### config.mk
export PLATFORM = sky130hd
export DESIGN_NAME = timer_cnt_src
export DESIGN_NICKNAME = d
export VERILOG_FILES = /design/src/rtl/timer_cnt_src.sv
export SDC_FILE = /design/constraint.sdc
export NUM_CORES = 1
export LEC_CHECK = 0
export CAP_MARGIN = 20
export CELL_PAD_IN_SITES_DETAIL_PLACEMENT = 0
export CELL_PAD_IN_SITES_GLOBAL_PLACEMENT = 1
export CORE_UTILIZATION = 32
export DETAILED_ROUTE_END_ITERATION = 10
export PLACE_DENSITY_LB_ADDON = 0.1
export SYNTH_ARGS = -nofsm -noshare
export SYNTH_HDL_FRONTEND = slang
export SYNTH_SLANG_ARGS = --single-unit
### constraint.sdc
create_clock -name clk -period 1.4 [get_ports clk]
set_input_delay 0.21 -clock clk [delete_from_list [all_inputs] [get_ports clk]]
set_output_delay 0.21 -clock clk [all_outputs]
set_load 0.005 [all_outputs]
### src/rtl/timer_cnt_src.sv
// 8051-style timer/counter increment source: machine-cycle prescaler, pin synchronizers,
// Tx falling-edge detector and run gating that produce one-clk count requests.
module timer_cnt_src #(
  parameter int unsigned CLK_PER_MC  = 12,
  parameter int unsigned SYNC_STAGES = 2
) (
  input  logic clk,
  input  logic rst,
  input  logic tr,
  input  logic gate,
  input  logic ct_sel,
  input  logic int_pin,
  input  logic t_pin,
  output logic mc_tick,
  output logic cnt_sig
);

  localparam int unsigned PW = (CLK_PER_MC > 1) ? $clog2(CLK_PER_MC) : 1;
  localparam logic [PW-1:0] PRESC_MAX = PW'(CLK_PER_MC - 1);

  typedef enum logic [1:0] {
    ST_HI   = 2'd0,
    ST_FALL = 2'd1,
    ST_LO   = 2'd2
  } pin_state_t;

  logic [PW-1:0]          r_presc;
  logic [SYNC_STAGES-1:0] r_int_sync;
  logic [SYNC_STAGES-1:0] r_t_sync;
  pin_state_t             r_state;
  pin_state_t             w_state_nxt;
  logic                   r_mc_tick;
  logic                   r_cnt_sig;
  logic                   w_wrap;
  logic                   w_int_sync;
  logic                   w_t_sync;
  logic                   w_run;
  logic                   w_cnt_nxt;

  assign w_wrap     = (r_presc == PRESC_MAX);
  assign w_int_sync = r_int_sync[SYNC_STAGES-1];
  assign w_t_sync   = r_t_sync[SYNC_STAGES-1];
  assign w_run      = tr & (~gate | w_int_sync);

  // Free-running machine-cycle prescaler
  always_ff @(posedge clk) begin
    if (rst) begin
      r_presc <= '0;
    end else if (w_wrap) begin
      r_presc <= '0;
    end else begin
      r_presc <= r_presc + PW'(1);
    end
  end

  // Pin synchronizers; reset to the idle-high level so reset cannot fabricate a prior low
  always_ff @(posedge clk) begin
    if (rst) begin
      r_int_sync <= '1;
      r_t_sync   <= '1;
    end else begin
      r_int_sync <= {r_int_sync[SYNC_STAGES-2:0], int_pin};
      r_t_sync   <= {r_t_sync[SYNC_STAGES-2:0], t_pin};
    end
  end

  // Pin FSM state register
  always_ff @(posedge clk) begin
    if (rst) begin
      r_state <= ST_HI;
    end else begin
      r_state <= w_state_nxt;
    end
  end

  // Pin FSM next state: one sample per machine cycle
  always_comb begin
    w_state_nxt = r_state;
    if (w_wrap) begin
      case (r_state)
        ST_HI:   w_state_nxt = w_t_sync ? ST_HI : ST_FALL;
        ST_FALL: w_state_nxt = w_t_sync ? ST_HI : ST_LO;
        ST_LO:   w_state_nxt = w_t_sync ? ST_HI : ST_LO;
        default: w_state_nxt = ST_HI;
      endcase
    end
  end

  // Count request: every running machine cycle, or on leaving FALL in counter mode
  always_comb begin
    w_cnt_nxt = 1'b0;
    if (w_wrap && w_run) begin
      w_cnt_nxt = ct_sel ? (r_state == ST_FALL) : 1'b1;
    end
  end

  always_ff @(posedge clk) begin
    if (rst) begin
      r_mc_tick <= 1'b0;
      r_cnt_sig <= 1'b0;
    end else begin
      r_mc_tick <= w_wrap;
      r_cnt_sig <= w_cnt_nxt;
    end
  end

  assign mc_tick = r_mc_tick;
  assign cnt_sig = r_cnt_sig;

endmodule

Word level (Yosys, flattened, before mapping)

Index checks and enable logic that the tools add are counted.

Bits in registers: 12
Input port bits: 7
Output and inout bits: 2
Logic and storage cells: 23

$add $sub $neg: 1
Eq/ne operators: 3
Muxes and demuxes: 4
Bitwise gates (word level): 4
Reductions and logical operators: 5

Operator list:

| cell                                                                  | number |
|---|---|
| 2-bit OR reduction                                                    | 3 |
| 4-bit by 1-bit adder with 4-bit output, second input constant         | 1 |
| 4-bit equality test, second input constant                            | 1 |
| 2-bit case mux with 2 select lines                                    | 1 |
| 2-bit by 1-bit equality test with 1-bit output, second input constant | 1 |
| 2-bit equality test, second input constant                            | 1 |
| 2-bit zero test                                                       | 1 |
| 1-bit 2-to-1 mux                                                      | 2 |
| 2-bit 2-to-1 mux                                                      | 1 |
| 1-bit inverter                                                        | 2 |
| 1-bit AND                                                             | 1 |
| 1-bit logical AND                                                     | 1 |
| 1-bit bitwise OR                                                      | 1 |

Depth between registers and ports, before layout

Word-level depth: 6
Gate-level depth with buffers: 4
Mapped depth without buffers: 4

Least setup slack after synthesis

No wires, ideal clock.

Kind: flip-flop to flip-flop
Start: register r_presc[0]
End: register r_state[1]
Setup time: 0.070 ns
Arrival time: 1.287 ns
Required time: 1.330 ns
Slack: 0.043 ns
Cell stages (with the launch flop): 5
Path buffers: 0
Period minus slack after synthesis: 1.357 ns
Cells stage by stage: dfxtp_1 -> ha_1 -> nand3b_4 -> or4b_1 -> a21oi_1

Cells in the longest elaborated chain, start to end: 1

RTL lines:

| element                | RTL line | RTL |
|---|---|---|
| start, declared        | 27       | `logic [PW-1:0] r_presc;` |
| start signal, assigned | 52       | `r_presc <= r_presc + PW'(1);` |
| 4-bit equality test    | 40       | `assign w_wrap = (r_presc == PRESC_MAX);` |
| end signal, assigned   | 72       | `r_state <= w_state_nxt;` |
| end, declared          | 30       | `pin_state_t r_state;` |

No other way between the ends.
A chain may end at the register's enable or synchronous reset.

Worst setup path in the final report

Start: register r_presc[1]
End: register r_state[1]

Same word-level chain as after synthesis.

==> results.cfg <==
[status]
status = finished clean

[clock_network]
cts.reportedPaths.clkPinSlew_ns = 0.08
clock_sinks = 12
cts_hold_buf = 0
root_buffer = clkbuf_4
cts_buffers = 3
clk_latency_ns = 0.27
cts_htree_levels = 1
clock_path_buffers = 2
tritoncts = built

[die]
die_area_um2 = 1640
initial_core_util = 0.356
chipHeight_um = 40.5
die_width_um = 40.5
boundaryPins = 9
core_area_um2 = 1330
row_count = 13

[pwr]
share_comb_of_total_power = 0.072
p_sw_mw = 0.139
swShare = 0.203
ir_worst_vdd_mv = 0.616
clockPowerShare = 0.398
power_mw = 0.684
powerDensity_nw_per_um2 = 1050
p_leak_nw = 0.287
p_int_mw = 0.545
p_seq_frac = 0.531

[timing]
whs_ns = 0.402
clock.fmax_mhz = 744
hold_viol = 0
worst_pin_slew_ns = 0.279
setup_viol = 0
period_needed_ns = 1.34
slew_headroom = 0.813
fin_skew_ns = 0.00728
fin_crit_sh = 0.960
finalWorstSetupSlack_ns = 0.0555
drv_slew = 0

[detailed_routing]
wirelength_um = 904
drtIter0Drc = 9
wl_per_cell_um = 12.1
firstDrtPassIters = 2
post-route-drc-count = 0
vias_per_cell = 4.77
num_vias = 358
antenna_left = 0

[placed_design]
io_buffers = 8
place_ws_ns = 0.0121
gp_congestion = 0.647
place_hpwl_um = 662

[global_route]
grt_antenna_before_repair = 0
grt_pass1_wl_um = 1490
grt_max_degree = 10
gr-usage-all-layers = 0.147
overflow = 0
grt_pass1_vias = 370

[critical_path]
startpoint_type = flop
worstPathRequired_ns = 1.61
critical_path.startpoint = r_presc[1]$_SDFF_PP0_
reg2reg_from = r_presc[1]$_SDFF_PP0_
worstPathArrival_ns = 1.55
cp_max_fo = 3
worstSetupEndpointType = flop
timing_worst_setup_path_type = reg2reg

[hold_path]
hold_start = r_t_sync[0]$_SDFF_PP1_
hp-class = reg2reg

[final_layout]
final_core_util = 0.488
diodes = 0
nets = 72
area_delta_synth_final_pct = 36.8
final_common_cell = dfxtp_1
layout_common_cells = dfxtp_1 (9), clkdlybuf4s50_1 (8), inv_1 (4), or2_2 (4), buf_4 (4)
drive_gt1_frac = 0.333

[yosys]
yosysWarnings = 0
ys_types = 19
synth.yosys.seq_area_share = 0.505
synth_fp_nets = 56
synth_cells = 45
synthArstFlopShare = 0
synth_ff_type = dfxtp_1
synth_seq_cells = 12
syn_area_per_cell_um2 = 10.6
synth_top_area_frac = 0.505
synth_area_leaders = dfxtp_1 (51%), ha_1 (11%), or2_2 (5.3%)
synth_area_um2 = 475
synth_edf_count = 0
yosysTopAreaCell = dfxtp_1

[job]
cap_viol_max_count = 0
## registers in the layout, summed over array words and instances, names as in the netlist
register    count
cnt_sig         1
mc_tick         1
r_int_sync      2
r_presc         4
r_state         2
r_t_sync        2
## synth_stat cells, types with 2 or more instances
library cell,instances
or2_2,4
nor2_1,3
nand2_1,3
a21oi_1,2
or3b_1,2
ha_1,4
dfxtp_1,12
inv_1,4
## routing by layer
metal | global-route usage | share of wire | vias up | routed length (µm)
li1 | - | - | 183 | -
met1 | 0.146 | 0.44 | 163 | 400
met2 | 0.242 | 0.51 | 10 | 461
met3 | 0.0833 | 0.037 | 2 | 33
met4 | 0.0750 | 0.0088 | 0 | 8
met5 | 0 | 0 | - | 0
## power by group through the flow
stage	logic, mW	clock network, mW	registers, mW
after floorplan	0.0231	0	0.368
after global placement	0.0462	0	0.369
after detailed placement	0.0491	0	0.370
after CTS	0.0501	0.285	0.362
after global routing	0.0561	0.300	0.364
final	0.0492	0.272	0.363
## cell families after synthesis
family / count (synthesis) / synth area share
and+or+nand+nor: 19 / 0.276
DFF: 12 / 0.505
buffers and inverters: 5 / 0.0395
AOI/OAI and AO/OA: 4 / 0.0526
adders and majority gates: 4 / 0.105
muxes: 1 / 0.0211
## worst max-delay path, cell delays in order, from the launching register on
cell	delay [ns]
dfxtp_1	0.35
ha_2	0.21
nand3b_4	0.09
or4b_4	0.49
a21oi_2	0.15
## cell type report
cell class,instances,area [µm²]
fill,128,683
sequential,12,244
multi-input combinational,28,226
timing repair buffer,12,110
clock buffer,4,36.3
tap,15,18.8
inverter,4,15.0
## repair_timing
| action | in CTS | in global routing |
|---|---|---|
| gates resized for setup | 1 | 5 |
| setup endpoints to repair | 1 | 1 |
| buffers inserted | 0 | 1 |
## stage by stage
stage | setup TNS [ns] | area [µm²] | instances
finish | 0 | 651 | 75
global route | -0.0112 | 651 | 75
floorplan | 0 | 475 | 45
global placement | 0 | 593 | 70
CTS | 0 | 632 | 74
detailed placement | 0 | 593 | 70
## worst paths after layout
path / to / slack (ns) / cells past startpoint
setup / recovery: r_state[1]$_SDFFE_PP0N_ / 0.06 / 4
hold / removal: r_t_sync[1]$_SDFF_PP1_ / 0.40 / 1
setup reg to reg: r_state[1]$_SDFFE_PP0N_ / 0.06 / 4
hold reg to reg: r_t_sync[1]$_SDFF_PP1_ / 0.40 / 1
Power figures use the tool's default switching activity.
